**config.mk**
```make
export PLATFORM = sky130hd
export DESIGN_NAME = ifetch_prefetch_queue_flat
export DESIGN_NICKNAME = d
export VERILOG_FILES = /design/src/rtl/ifetch_prefetch_queue_if.sv /design/src/rtl/ifetch_prefetch_queue.sv /design/src/flat_wrapper.sv
export SDC_FILE = /design/constraint.sdc
export NUM_CORES = 1
export LEC_CHECK = 0
export ABC_AREA = 1
export BUFFER_PORTS_ARGS = -buffer_cell sky130_fd_sc_hd__buf_4
export CAP_MARGIN = 20
export CORE_MARGIN = 8
export CORE_UTILIZATION = 45
export CTS_CLUSTER_DIAMETER = 40
export DETAILED_ROUTE_END_ITERATION = 16
export PLACE_DENSITY = 0.76
export RECOVER_POWER = 100
export SLEW_MARGIN = 10
export SYNTH_ARGS = -nofsm -noshare
export SYNTH_HDL_FRONTEND = slang
export SYNTH_SLANG_ARGS = --single-unit
```
**constraint.sdc**
```tcl
create_clock -name clk -period 10.05 [get_ports clk]
set_clock_uncertainty 0.1 [all_clocks]
set_input_delay 0 -clock clk [delete_from_list [all_inputs] [get_ports clk]]
set_output_delay 0 -clock clk [all_outputs]
set_load 0.02 [all_outputs]
```
**src/rtl/ifetch_prefetch_queue_if.sv**
```systemverilog
// ---------------------------------------------------------------------------
// ifetch_prefetch_queue_if
//   Bundles the byte-wide instruction-memory port, the redirect request and
//   the decode-side valid/ready handshake of the instruction prefetch queue.
//
//   master : the fetch unit (drives imem_rd/imem_addr and the out_* side)
//   slave  : the environment (instruction memory, branch unit, decode)
//
//   imem_rd      fetch -> mem     byte read strobe
//   imem_addr    fetch -> mem     byte address, data returns next cycle
//   imem_data    mem   -> fetch   read byte
//   redirect     env   -> fetch   flush and restart at redirect_pc
//   redirect_pc  env   -> fetch   new PC (low two bits ignored)
//   out_valid    fetch -> decode  head entry valid
//   out_ready    decode-> fetch   head accepted when out_valid & out_ready
//   out_instr    fetch -> decode  head instruction
//   out_pc       fetch -> decode  PC of head instruction
//   count        fetch -> env     FIFO occupancy
// ---------------------------------------------------------------------------
interface ifetch_prefetch_queue_if #(
    parameter int DEPTH  = 4,
    parameter int ADDR_W = 5
);
    localparam int CW = $clog2(DEPTH) + 1;

    logic              imem_rd;
    logic [ADDR_W-1:0] imem_addr;
    logic [7:0]        imem_data;
    logic              redirect;
    logic [31:0]       redirect_pc;
    logic              out_valid;
    logic              out_ready;
    logic [31:0]       out_instr;
    logic [31:0]       out_pc;
    logic [CW-1:0]     count;

    modport master (
        output imem_rd, imem_addr, out_valid, out_instr, out_pc, count,
        input  imem_data, redirect, redirect_pc, out_ready
    );

    modport slave (
        input  imem_rd, imem_addr, out_valid, out_instr, out_pc, count,
        output imem_data, redirect, redirect_pc, out_ready
    );
endinterface

```
**src/rtl/ifetch_prefetch_queue.sv**
```systemverilog
// ---------------------------------------------------------------------------
// ifetch_prefetch_queue
//   Instruction fetch stage. Reads the byte-wide instruction memory one byte
//   per cycle, assembles big-endian 32-bit words (byte at pc -> [31:24]),
//   buffers them with their PC in a small circular FIFO and presents the
//   head to decode over valid/ready. A redirect flushes everything and
//   restarts fetch at the new word-aligned PC.
//
//   Ports
//     clk    clock, all state updates on posedge
//     reset  asynchronous active-high reset, clears all state
//     bus    ifetch_prefetch_queue_if.master (memory, redirect, decode side)
//
//   Parameters
//     DEPTH     FIFO entries (power of two, >= 2)
//     ADDR_W    instruction memory byte-address width
//     RESET_PC  fetch PC after reset (word aligned)
// ---------------------------------------------------------------------------
module ifetch_prefetch_queue #(
    parameter int          DEPTH    = 4,
    parameter int          ADDR_W   = 5,
    parameter logic [31:0] RESET_PC = 32'h0000_0000
) (
    input  logic                    clk,
    input  logic                    reset,
    ifetch_prefetch_queue_if.master bus
);
    localparam int PW = $clog2(DEPTH);
    localparam int CW = PW + 1;

    typedef enum logic {
        IDLE = 1'b0,
        ASM  = 1'b1
    } state_t;

    // Fetch FSM state
    state_t      state_reg, state_next;
    logic [1:0]  k_reg, k_next;          // next byte index to issue; 0 in ASM = byte3 returning
    logic [31:0] fetch_pc_reg, fetch_pc_next;
    logic [23:0] asm_reg;                // bytes 0..2 of the word being assembled

    // FIFO storage and bookkeeping
    logic [31:0]   instr_mem [DEPTH];
    logic [31:0]   pc_mem    [DEPTH];
    logic [PW-1:0] wr_ptr_reg, rd_ptr_reg;
    logic [CW-1:0] count_reg;
    logic [31:0]   last_instr_reg, last_pc_reg;

    logic              rd_req;
    logic [ADDR_W-1:0] rd_addr;
    logic              push;
    logic              pop;
    logic [31:0]       push_instr;
    logic [DEPTH-1:0]  we_vec;

    assign push_instr = {asm_reg, bus.imem_data};
    assign pop        = (count_reg != '0) && bus.out_ready && !bus.redirect;

    // -----------------------------------------------------------------------
    // Fetch FSM: next state, read issue and push decision
    // -----------------------------------------------------------------------
    always_comb begin
        state_next    = state_reg;
        k_next        = k_reg;
        fetch_pc_next = fetch_pc_reg;
        rd_req        = 1'b0;
        rd_addr       = fetch_pc_reg[ADDR_W-1:0];
        push          = 1'b0;

        if (bus.redirect) begin
            // Redirect wins over everything: drop the word in flight and
            // any push that would have completed this cycle.
            state_next    = IDLE;
            k_next        = 2'd0;
            fetch_pc_next = bus.redirect_pc & ~32'h0000_0003;
        end else begin
            case (state_reg)
                IDLE: begin
                    // Start a word only if a slot is free for it, so the
                    // push four cycles later can never hit a full FIFO.
                    if (count_reg < CW'(DEPTH)) begin
                        rd_req     = 1'b1;
                        k_next     = 2'd1;
                        state_next = ASM;
                    end
                end
                ASM: begin
                    if (k_reg != 2'd0) begin
                        rd_req  = 1'b1;
                        rd_addr = fetch_pc_reg[ADDR_W-1:0] + ADDR_W'(k_reg);
                        k_next  = k_reg + 2'd1;
                    end else begin
                        // Byte3 returns now: push the word. The next word may
                        // start in the same cycle only if a slot remains after
                        // this push (pop this cycle is deliberately ignored).
                        push          = 1'b1;
                        fetch_pc_next = fetch_pc_reg + 32'd4;
                        if (count_reg < CW'(DEPTH - 1)) begin
                            rd_req  = 1'b1;
                            rd_addr = fetch_pc_reg[ADDR_W-1:0] + ADDR_W'(4);
                            k_next  = 2'd1;
                        end else begin
                            state_next = IDLE;
                        end
                    end
                end
                default: state_next = IDLE;
            endcase
        end
    end

    // Reads are blocked while reset is held so nothing is issued before the
    // first cycle after release.
    assign bus.imem_rd   = rd_req & ~reset;
    assign bus.imem_addr = bus.imem_rd ? rd_addr : '0;

    always_ff @(posedge clk or posedge reset) begin
        if (reset) begin
            state_reg    <= IDLE;
            k_reg        <= 2'd0;
            fetch_pc_reg <= RESET_PC;
        end else begin
            state_reg    <= state_next;
            k_reg        <= k_next;
            fetch_pc_reg <= fetch_pc_next;
        end
    end

    // -----------------------------------------------------------------------
    // FIFO datapath
    // -----------------------------------------------------------------------
    generate
        for (genvar gi = 0; gi < DEPTH; gi++) begin : g_we
            assign we_vec[gi] = push && (wr_ptr_reg == PW'(gi));
        end
    endgenerate

    always_ff @(posedge clk or posedge reset) begin
        if (reset) begin
            asm_reg        <= '0;
            wr_ptr_reg     <= '0;
            rd_ptr_reg     <= '0;
            count_reg      <= '0;
            last_instr_reg <= '0;
            last_pc_reg    <= '0;
            for (int i = 0; i < DEPTH; i++) begin
                instr_mem[i] <= '0;
                pc_mem[i]    <= '0;
            end
        end else begin
            // Shift in whatever byte returns while assembling; the byte that
            // lands the cycle after a redirect is never looked at because the
            // FSM is back in IDLE.
            if (state_reg == ASM && !bus.redirect) begin
                asm_reg <= {asm_reg[15:0], bus.imem_data};
            end

            for (int i = 0; i < DEPTH; i++) begin
                if (we_vec[i]) begin
                    instr_mem[i] <= push_instr;
                    pc_mem[i]    <= fetch_pc_reg;
                end
            end

            if (bus.redirect) begin
                wr_ptr_reg <= '0;
                rd_ptr_reg <= '0;
                count_reg  <= '0;
            end else begin
                if (push) begin
                    wr_ptr_reg <= wr_ptr_reg + PW'(1);
                end
                if (pop) begin
                    rd_ptr_reg     <= rd_ptr_reg + PW'(1);
                    last_instr_reg <= instr_mem[rd_ptr_reg];
                    last_pc_reg    <= pc_mem[rd_ptr_reg];
                end
                count_reg <= count_reg + CW'(push) - CW'(pop);
            end
        end
    end

    // Head is shown combinationally; when empty the last popped entry is held.
    assign bus.out_valid = (count_reg != '0);
    assign bus.out_instr = (count_reg != '0) ? instr_mem[rd_ptr_reg] : last_instr_reg;
    assign bus.out_pc    = (count_reg != '0) ? pc_mem[rd_ptr_reg]    : last_pc_reg;
    assign bus.count     = count_reg;
endmodule

```
**src/flat_wrapper.sv**
```systemverilog
// flat-port wrapper written by rule: the top's interface ports become plain ports
module ifetch_prefetch_queue_flat 
#(
    parameter int          DEPTH    = 4,
    parameter int          ADDR_W   = 5,
    parameter logic [31:0] RESET_PC = 32'h0000_0000
)
  (clk, reset, bus_imem_rd, bus_imem_addr, bus_out_valid, bus_out_instr, bus_out_pc, bus_count, bus_imem_data, bus_redirect, bus_redirect_pc, bus_out_ready);
  ifetch_prefetch_queue_if #(.DEPTH(DEPTH), .ADDR_W(ADDR_W)) bus_i ();
  input  logic clk;
  input  logic reset;
  output wire logic [$bits(bus_i.imem_rd)-1:0] bus_imem_rd;
  output wire logic [$bits(bus_i.imem_addr)-1:0] bus_imem_addr;
  output wire logic [$bits(bus_i.out_valid)-1:0] bus_out_valid;
  output wire logic [$bits(bus_i.out_instr)-1:0] bus_out_instr;
  output wire logic [$bits(bus_i.out_pc)-1:0] bus_out_pc;
  output wire logic [$bits(bus_i.count)-1:0] bus_count;
  input wire logic [$bits(bus_i.imem_data)-1:0] bus_imem_data;
  input wire logic [$bits(bus_i.redirect)-1:0] bus_redirect;
  input wire logic [$bits(bus_i.redirect_pc)-1:0] bus_redirect_pc;
  input wire logic [$bits(bus_i.out_ready)-1:0] bus_out_ready;
  assign bus_imem_rd = bus_i.imem_rd;
  assign bus_imem_addr = bus_i.imem_addr;
  assign bus_out_valid = bus_i.out_valid;
  assign bus_out_instr = bus_i.out_instr;
  assign bus_out_pc = bus_i.out_pc;
  assign bus_count = bus_i.count;
  assign bus_i.imem_data = bus_imem_data;
  assign bus_i.redirect = bus_redirect;
  assign bus_i.redirect_pc = bus_redirect_pc;
  assign bus_i.out_ready = bus_out_ready;
  ifetch_prefetch_queue #(.DEPTH(DEPTH), .ADDR_W(ADDR_W), .RESET_PC(RESET_PC)) u_core (.clk(clk), .reset(reset), .bus(bus_i));
endmodule
```
# Word level (Yosys, flattened, before mapping)
# Index checks and enable logic that the tools add are counted.
# totals
regBits	386
inputBits	44
output_inout_bits	74
# classes
muxes	34
reduce_logical	17
add_sub_neg	8
n_bitwise	5
magnitude_cmp	3
n_eq_ne	6
# ops
operator	n
$mux W32	9
$bmux W32 S2	2
$add A32 B3 Y32 const B	1
$mux W5	5
$mux W2	8
$reduce_bool A2 Y1	4
$logic_and A1 B1 Y1	7
$mux W1	7
$add A2 B1 Y2 const B	3
$reduce_and A2 Y1	3
$add A5 B2 Y5	1
$add A5 B3 Y5 const B	1
$eq A2 B2 Y1 const B	2
$ne A4 B4 Y1 const B	1
$pmux W2 S2	1
$add A3 B1 Y3	1
$ge A3 B3 Y1 const B	1
$lt A3 B2 Y1 const B	1
$lt A3 B3 Y1 const B	1
$mux W3	1
$ne A3 B2 Y1 const B	1
$not A1 Y1	3
$not A2 Y3	1
$reduce_bool A3 Y1	1
7 further kinds	7

# Longest topological paths before layout
# Gate-level depths: netlist (run 1).
# depth
depth_word	7
depth_mapped	13

# Worst setup path before layout (run 1)
# No wires, ideal clock.
# synth_timing
path_type	input -> output
start	in reset
end	out bus_imem_addr[2]
stages	3
path_slack_ns	0.165
arrival_time_ns	9.785
cell_sequence	inv_1 nand2_1 nor3_1
# synth_between
elab_chain_cells	3
# synth_rtl
element	line	source
from (decl)	flat_wrapper.sv:11	input logic reset;
$not A1 Y1	ifetch_prefetch_queue.sv:114	assign bus.imem_rd = rd_req & ~reset;
$and A1 B1 Y1	ifetch_prefetch_queue.sv:114	
$mux W5	ifetch_prefetch_queue.sv:115	assign bus.imem_addr = bus.imem_rd ? rd_addr : '0;
to (decl)	flat_wrapper.sv:13	output wire logic [$bits(bus_i.imem_addr)-1:0] bus_imem_addr;
# No other way between the ends.

# Final worst setup path (run 1)
# layout_timing
start	in bus_redirect
end	reg u_core.pc_mem[56] in the netlist's numbering
# layout_between
elab_chain_cells	2
# layout_rtl
element	line	source
from (decl)	flat_wrapper.sv:19	input wire logic [$bits(bus_i.redirect)-1:0] bus_redirect;
$mux W1	ifetch_prefetch_queue.sv:70	if (bus.redirect) begin
$logic_and A1 B1 Y1	ifetch_prefetch_queue.sv:134	assign we_vec[gi] = push && (wr_ptr_reg == PW'(gi));
to (signal, indexed assignment)	ifetch_prefetch_queue.sv:161	pc_mem[i] <= fetch_pc_reg;
to (decl)	ifetch_prefetch_queue.sv:44	logic [31:0] pc_mem [DEPTH];
# No other way between the ends.
# A chain may end at the register's enable or synchronous reset.

==> results of run 1 <==
-- area by class of cell --
type	count	area, um2	share of cell area
Sequential cell	374	9363	0.4646
Multi-Input combinational cell	1434	6475	0.3213
Clock buffer	65	1439	0.07139
Timing Repair Buffer	197	1370	0.06798
Tap cell	511	639.4	0.03172
Inverter	153	576.8	0.02862
Clock inverter	25	289.0	0.01434
Antenna cell	1	2.502	0.0001242
-- critical path, cell delays in order --
cell,delay [ns]
dlygate4sd3_1,0.52
clkbuf_1,1.02
nor2_1,0.90
nand2_1,1.69
clkbuf_1,2.08
o21ai_0,0.34
-- per-stage QoR --
stage | total power (W) | std cells
final | 0.006093 | 2760
after global routing | 0.006518 | 2759
after CTS | 0.006305 | 2756
after detailed placement | 0.004447 | 2601
after global placement | 0.004370 | 2601
after floorplan | 0.003664 | 2094
-- cells in the mapped netlist --
| cell | n |
|---|---|
| buf_2 | 35 |
| a31oi_1 | 1 |
| xor2_1 | 11 |
| buf_6 | 8 |
| o21bai_1 | 1 |
| o21ai_0 | 472 |
| nor3_1 | 2 |
| ha_1 | 9 |
| nor2_1 | 193 |
| nor2_8 | 1 |
| a21boi_1 | 1 |
| o211ai_1 | 5 |
| nor2_4 | 1 |
| clkinv_1 | 1 |
| inv_2 | 3 |
| nand4_1 | 2 |
| buf_1 | 4 |
| a21boi_0 | 1 |
| nand3_1 | 38 |
| a21oi_1 | 7 |
| conb_1 | 1 |
| clkbuf_1 | 70 |
| o22ai_1 | 64 |
| inv_1 | 149 |
| buf_4 | 16 |
| o21ai_1 | 60 |
| nand2_1 | 556 |
| fa_1 | 1 |
| nand2_2 | 5 |
| o221ai_1 | 1 |
| dfrtp_1 | 374 |
-- where the power goes --
| part | switching (W) | internal [W] | total [W] |
|---|---|---|---|
| combinational | 0.00141 | 0.000595 | 0.00200 |
| sequential | 0.000280 | 0.00200 | 0.00228 |
| clock | 0.000686 | 0.00112 | 0.00181 |
-- final timing paths --
| check | endpoint | slack (ns) | depth (start not counted) |
|---|---|---|---|
| max | u_core.pc_mem[56] | 3.58 | 6 |
| min | u_core.fetch_pc_reg[9] | 0.15 | 4 |
| max reg2reg | u_core.pc_mem[56] | 3.59 | 7 |
| min reg2reg | u_core.instr_mem[90] | 0.38 | 2 |
| max in group asynchronous | u_core.instr_mem[33] | 4.43 | 7 |
| min in group asynchronous | u_core.state_reg | 0.20 | 3 |
-- timing repair --
| item | CTS | global route |
|---|---|---|
| endpoints found under the hold margin | 99 | 0 |
| hold buffers | 65 | 0 |
| resized for setup | 0 | 0 |
-- cell families (layout without fill, tap and decap cells) --
| logic type | Yosys count | after routing | synth area share |
|---|---|---|---|
| AND/OR/NAND/NOR | 798 | 798 | 0.1806 |
| XOR/XNOR | 11 | 11 | 0.005638 |
| other | 1 | 3 | 0.0002194 |
| AO/OA/AOI/OAI | 613 | 613 | 0.1857 |
| buffers and inverters | 286 | 440 | 0.07241 |
| flip-flops | 374 | 374 | 0.5477 |
| adder cells (fa/ha/maj) | 10 | 10 | 0.007761 |
-- metal layers --
layer,part of all wire,track usage
met5,0,0
met4,0.033,0.07698
met3,0.062,0.03220
met2,0.47,0.3460
met1,0.44,0.2716
==> flow_metrics.env, run 1 <==
export IMPL_status="finished, violations left"
export IMPL_violations="max-capacitance violations, max-slew violations"
export IMPL_startpoint_type="primary input"
export IMPL_routed_wl_um=46120
export IMPL_synth_top_area_frac=0.5477
export IMPL_drt_iter0_markers=1179
export IMPL_syn_area_per_cell_um2=8.165
export IMPL_dieArea_um2=44470
export IMPL_power_density_nw_per_um2=302.3
export IMPL_gp_congestion=0.9100
export IMPL_fillCellCount=3443
export IMPL_synthTopCellsByArea="dfrtp_1 55%, o21ai_0 14%, nand2_1 12%"
export IMPL_overflow=0
export IMPL_power_leakage_nw=9.231
export IMPL_finalCritPeriodShare=0.6436
export IMPL_pin_count=118
export IMPL_die_h_um=210.9
export IMPL_ys_ff_latch=374
export IMPL_drive_gt1_frac=0.06272
export IMPL_yosysWarnings=0
export IMPL_vias=14780
export IMPL_worst_pin_slew_ns=3.631
export IMPL_area_growth_pct=17.94
export IMPL_placed_area_um2=18070
export IMPL_final_nets=2265
export IMPL_hold_ws_ns=0.1539
export IMPL_yosys_cell_types_count=31
export IMPL_final_area_um2=20150
export IMPL_grt_pass1_vias=14900
export IMPL_syn_inst=2093
export IMPL_crit_required_ns=10.25
export IMPL_fin_tns_setup_ns=0
export IMPL_rows=71
export IMPL_largest_reg_flops=128
export IMPL_cp_startpoint="bus_redirect"
export IMPL_dr_pass1_iters=6
export IMPL_relSlewSlack=-1.421
export IMPL_finalHoldViolCount=0
export IMPL_finalWorstSetupSlack_ns=3.582
export IMPL_period_needed_ns=6.468
export IMPL_finalSetupViolations=0
export IMPL_vias_per_cell=5.354
export IMPL_post_cts_setup_buffer_count=0
export IMPL_cts_buffers=51
export IMPL_clk_pin_slew_ns=0.06
export IMPL_yosys_area_top_type="dfrtp_1"
export IMPL_track_usage=0.2076
export IMPL_start_util=0.4548
export IMPL_synth_area_um2=17090
export IMPL_final_common_cell="nand2_1"
export IMPL_io_buffers=113
export IMPL_arrival_ns=6.67
export IMPL_r2r_start="u_core.k_reg[1]"
export IMPL_final_cell_mix="560 x nand2_1, 527 x o21ai_0, 373 x dfrtp_1"
export IMPL_ant_nets=0
export IMPL_crit_fanout=66
export IMPL_clockRootBuffer="clkbuf_16"
export IMPL_peakVddDrop_mv=0.2091
export IMPL_max_cap_viol_count=14
export IMPL_grt_start_max_net_pins=105
export IMPL_slew_violations=783
export IMPL_final_util=0.5363
export IMPL_antenna_found_initial=1
export IMPL_grt_pass1_wl_um=75970
export IMPL_worstSetupPathType="in -> reg"
export IMPL_dp_slack_ns=6.706
export IMPL_core_area_um2=37580
export IMPL_clock_latency_ns=0.56
export IMPL_clockBufferDepth=3
export IMPL_cts_tree="done"
export IMPL_fmax_mhz=154.6
export IMPL_clkSinkCount=374
export IMPL_worst_setup_path_end_kind="flip-flop"
export IMPL_hpwl_um=27380
export IMPL_drc_errors=0
export IMPL_holdCritPathClass="in -> reg"
export IMPL_fp_dieW_um=210.9
export IMPL_rsz0062_at_grt="no"
export IMPL_ys_seq_area_frac=0.5477
export IMPL_hp_start="bus_redirect_pc[9]"
export IMPL_cts_max_level=2
export IMPL_wire_per_inst_um=16.71
(Power assumes the default switching activity.)
==> run 2, diff against run 1 <==
Settings changed: PLACE_DENSITY 0.76 to 0.73.
Clock period 10.05 ns to 6.27 ns, I/O delays scaled along.
==> run 2 against run 1 <==
The run still ends with max-capacitance violations, max-slew violations left. Sequential share of layout area rose by 0.24 points. Critical endpoint is now u_core.instr_mem[37]. Cell area fell by 0.52%. Final cell count fell by 0.36%. Register-to-register slack got worse by 1.7 ns. Highest routed layer unchanged. Core utilization fell by 0.28 points. Worst setup slack got worse by 1.7 ns. Critical path type is now reg -> reg.
==> flow_metrics.env, run 2 (synthesized netlist as in run 1, its figures left out) <==
export IMPL_die_h_um=210.9
export IMPL_finalPower_w=0.009581
export IMPL_clock_latency_ns=0.57
export IMPL_critPathMostFrequentCell="nand2_1"
export IMPL_cts_buffers=48
export IMPL_drc_errors=0
export IMPL_overflow=0
export IMPL_track_usage=0.2008
export IMPL_crit_fanout=63
export IMPL_start_util=0.4548
export IMPL_grt_pass1_wl_um=73480
export IMPL_clk_pin_slew_ns=0.06
export IMPL_finalWorstSetupSlack_ns=1.874
export IMPL_power_leakage_nw=9.203
export IMPL_violations="max-capacitance violations, max-slew violations"
export IMPL_dieArea_um2=44470
export IMPL_period_needed_ns=4.396
export IMPL_ant_nets=0
export IMPL_post_cts_setup_buffer_count=0
export IMPL_startpoint_type="flip-flop"
export IMPL_clockBufferDepth=3
export IMPL_finalSetupViolations=0
export IMPL_cts_resized=0
export IMPL_slew_violations=642
export IMPL_power_density_nw_per_um2=477.8
export IMPL_area_growth_pct=17.33
export IMPL_peakVddDrop_mv=0.2540
export IMPL_grt_pass1_vias=14280
export IMPL_placed_area_um2=18080
export IMPL_pin_count=118
export IMPL_final_area_um2=20050
export IMPL_cts_max_level=2
export IMPL_final_cell_mix="560 x nand2_1, 524 x o21ai_0, 373 x dfrtp_1"
export IMPL_fmax_mhz=227.5
export IMPL_drt_iter0_markers=995
export IMPL_arrival_ns=4.68
export IMPL_dr_pass1_iters=5
export IMPL_relSlewSlack=-0.7674
export IMPL_largest_reg_flops=128
export IMPL_finalCritPeriodShare=0.7011
export IMPL_hpwl_um=26650
export IMPL_rows=71
export IMPL_clockRootBuffer="clkbuf_16"
export IMPL_clkSinkCount=374
export IMPL_drive_gt1_frac=0.06253
export IMPL_antenna_found_initial=0
export IMPL_fillCellCount=3494
export IMPL_cts_tree="done"
export IMPL_status="finished, violations left"
export IMPL_max_cap_viol_count=7
export IMPL_finalHoldViolCount=0
export IMPL_worst_setup_path_end_kind="flip-flop"
export IMPL_crit_required_ns=6.55
export IMPL_dp_slack_ns=2.942
export IMPL_wire_per_inst_um=16.13
export IMPL_worst_pin_slew_ns=2.651
export IMPL_vias=14430
export IMPL_cp_slowest_cell="nand2_1"
export IMPL_io_buffers=113
export IMPL_final_common_cell="nand2_1"
export IMPL_slowest_delay_ns=1.29
export IMPL_vias_per_cell=5.247
export IMPL_n_antenna_cell=0
export IMPL_fp_dieW_um=210.9
export IMPL_rsz0062_at_grt="no"
export IMPL_routed_wl_um=44370
export IMPL_grt_start_max_net_pins=197
export IMPL_hold_buffers=65
export IMPL_holdCritPathClass="in -> reg"
export IMPL_gp_congestion=0.8991
export IMPL_final_util=0.5336
export IMPL_cp_cell_sequence="inv_1 -> ha_1 -> nand2_1 -> nor2_8 -> nand2_1 -> clkbuf_2 -> nand2_1 -> o21ai_0"
export IMPL_core_area_um2=37580
export IMPL_worstSetupPathType="reg -> reg"
export IMPL_hold_ws_ns=0.1581
export IMPL_final_nets=2258
==> run 2: cell count changes in the layout (fill, tap and decap cells not counted), sizes merged <==
cell    delta
inv        -1
clkinv     -4
clkbuf     -5
diode      -1
buf        +1
==> run 2: report_power, final <==
group,switching [W],internal [W],total [W]
sequential,0.000436,0.00321,0.00365
combinational,0.00223,0.000935,0.00316
clock,0.00104,0.00173,0.00277
total,0.00371,0.00587,0.00958
==> run 2: layout make-up <==
type	instances	area, um2	share of cell area
Timing Repair Buffer	193	1353	0.06746
Sequential cell	374	9363	0.4670
Tap cell	511	639.4	0.03189
Clock buffer	65	1396	0.06964
Multi-Input combinational cell	1434	6484	0.3234
Inverter	153	576.8	0.02877
Clock inverter	20	239.0	0.01192
==> run 2: worst paths after layout <==
check	to	cells after the start	slack, ns	start
max	u_core.instr_mem[37]	8	1.87	u_core.k_reg[0]
min	u_core.fetch_pc_reg[5]	4	0.16	bus_redirect_pc[5]
max reg2reg	u_core.instr_mem[37]	8	1.87	u_core.k_reg[0]
min reg2reg	u_core.pc_mem[78]	2	0.38	u_core.pc_mem[78]
max in group asynchronous	u_core.last_instr_reg[0]	4	2.51	reset
min in group asynchronous	u_core.pc_mem[101]	3	0.23	reset
==> run 2: critical path: cells and delay by family, from the launching register on <==
family,cells,cell delay [ns]
simple gates,4,2.25
buf+inv,2,1.12
flops,1,0.38
fa+ha+maj,1,0.17
compound gates,1,0.14
==> run 2: routing by layer <==
metal  vias up  wire length, um  global-route usage
li1       7030                -                   -
met1      6985            20510              0.2700
met2       345            21050              0.3340
met3        70             1858             0.02789
met4         0              957             0.06250
met5         -                0                   0
==> run 2: stage by stage <==
stage,TNS (ns),std cells
4_1_cts,0,2749
2_1_floorplan,-1.637,2094
6_report,0,2750
3_3_place_gp,0,2599
3_5_place_dp,0,2599
5_1_grt,0,2750
==> run 3, diff against run 2 <==
Clock period 6.27 ns to 4.61 ns, I/O delays scaled along.
==> run 3 against run 2 <==
The run still ends with max-capacitance violations, max-slew violations left. Sequential share of layout area down 0.24 points. Maximum frequency is 20% higher. Final cell count up 0.25%. Sequential cell count did not move. Worst hold slack improved by 0.012 ns. Die area unchanged. Cell area increased by 0.47%. Total power rose by 36%. Wire length up 1.6%. Critical endpoint is now u_core.pc_mem[27]. Highest routed layer unchanged.
==> flow_metrics.env, run 3 (synthesized netlist as in run 1, its figures left out) <==
export IMPL_status="finished, violations left"
export IMPL_violations="max-capacitance violations, max-slew violations"
export IMPL_peakVddDrop_mv=0.3936
export IMPL_gp_congestion=0.8903
export IMPL_rrSetupSlack_ns=0.94
export IMPL_dieArea_um2=44470
export IMPL_rows=71
export IMPL_relSlewSlack=-0.3833
export IMPL_track_usage=0.2037
export IMPL_met2_length_um=21380
export IMPL_placed_area_um2=18130
export IMPL_io_buffers=113
export IMPL_final_common_cell="nand2_1"
export IMPL_clockBufferDepth=3
export IMPL_max_cap_viol_count=6
export IMPL_arrival_ns=3.97
export IMPL_overflow=0
export IMPL_ant_nets=0
export IMPL_crit_required_ns=4.91
export IMPL_start_util=0.4548
export IMPL_cts_tree="done"
export IMPL_worst_pin_slew_ns=2.075
export IMPL_drive_gt1_frac=0.06679
export IMPL_r2r_start="u_core.k_reg[0]"
export IMPL_timing_rr_end="u_core.pc_mem[27]"
export IMPL_routed_wl_um=45070
export IMPL_top_layer_used="met4"
export IMPL_grt_pass1_wl_um=74240
export IMPL_r2r_cells=8
export IMPL_worstSetupPathType="reg -> reg"
export IMPL_largest_reg_flops=128
export IMPL_startpoint_type="flip-flop"
export IMPL_dpl_cell_count=2603
export IMPL_clkSinkCount=374
export IMPL_pin_count=118
export IMPL_fp_dieW_um=210.9
export IMPL_hpwl_um=27020
export IMPL_n_antenna_cell=0
export IMPL_holdCritPathClass="in -> reg"
export IMPL_drt_iter0_markers=1191
export IMPL_grt_start_max_net_pins=125
export IMPL_hold_depth=4
export IMPL_fmax_mhz=272.5
export IMPL_met3_length_um=2403
export IMPL_power_density_nw_per_um2=649.2
export IMPL_holdPathEnd="u_core.fetch_pc_reg[7]"
export IMPL_cts_buffers=47
export IMPL_fin_cells=2757
export IMPL_finalHoldViolCount=0
export IMPL_clk_pin_slew_ns=0.06
export IMPL_drc_errors=0
export IMPL_finalSetupViolations=0
export IMPL_final_cell_mix="556 x nand2_1, 525 x o21ai_0, 374 x dfrtp_1"
export IMPL_finalCritPeriodShare=0.7961
export IMPL_antenna_found_initial=0
export IMPL_clockRootBuffer="clkbuf_16"
export IMPL_rsz0062_at_grt="no"
export IMPL_worst_setup_path_end_kind="flip-flop"
export IMPL_period_needed_ns=3.670
export IMPL_final_nets=2263
export IMPL_wire_per_inst_um=16.35
export IMPL_die_h_um=210.9
export IMPL_post_cts_setup_buffer_count=0
export IMPL_core_area_um2=37580
export IMPL_cp_startpoint="u_core.k_reg[0]"
export IMPL_final_area_um2=20140
export IMPL_slew_violations=433
export IMPL_dr_pass1_iters=6
export IMPL_vias_per_cell=5.304
export IMPL_clock_latency_ns=0.55
export IMPL_cts_max_level=2
export IMPL_crit_fanout=100
export IMPL_vias=14620
export IMPL_power_leakage_nw=9.243
export IMPL_hp_start="bus_redirect_pc[7]"
export IMPL_finalPower_w=0.01308
export IMPL_wl_met1_um=20250
export IMPL_grt_pass1_vias=14470
export IMPL_area_growth_pct=17.88
run 3: cell types whose count changed in the layout (fill, tap and decap cells not counted), sizes merged:
cell         delta
buf             +5
bufinv          +2
clkbuf          -9
clkinv          +7
dlygate4sd3     +1
inv             +1
run 3: final cells by class:
class                      count  area, um2
clock buffer                  56       1250
sequential                   374       9359
multi-input combinational   1434       6506
fill                        3477      17430
inverter                     153      576.8
tap                          511      639.4
timing repair buffer         199       1443
clock inverter                30      370.4
run 3: metrics by stage:
step / setup slack (ns) / utilization / TNS (ns) / hold WS (ns)
after floorplan: -1.948 / - / -206.54 / 0.02679
after global placement: 1.759 / 0.4824 / 0 / -0.02195
after detailed placement: 1.751 / 0.4824 / 0 / -0.02274
after CTS: 1.408 / 0.5431 / 0 / 0.1504
after global routing: 0.6403 / 0.5361 / 0 / 0.1777
final: 0.9398 / 0.5361 / 0 / 0.1698
run 3: critical path: stages (launching register included):
cell and delay (ns):
dfrtp_1 0.38, inv_1 0.08, ha_1 0.17, nand2_1 0.25, nor2_8 0.46, nand2_2 1.14
clkbuf_2 0.64, nand2_1 0.15, o21ai_0 0.09
run 3: per-layer routing:
layer / up-vias / track usage
met2: 469 / 0.3420
met4: 0 / 0.06322
met3: 80 / 0.02938
met5: - / 0
li1: 7047 / -
met1: 7026 / 0.2708
run 3: worst max-delay path by stage:
stage / to / slack, ns / cells after the start
floorplan: bus_imem_rd / -1.95 / 3
global placement: u_core.pc_mem[95] / 1.76 / 8
detailed placement: u_core.pc_mem[95] / 1.75 / 8
CTS: bus_out_pc[30] / 1.41 / 7
global route: u_core.pc_mem[25] / 0.64 / 8
finish: u_core.pc_mem[27] / 0.94 / 8
run 3: timing repair:
action                                 in CTS  in global routing
endpoints found under the hold margin     371                  0
setup endpoints to repair                   0                  0
resized for setup                           0                  0
hold buffers                               66                  0
run 3: report_power, final:
part           internal (W)  switching (W)
sequential          0.00436       0.000566
clock               0.00230        0.00146
combinational       0.00129        0.00309
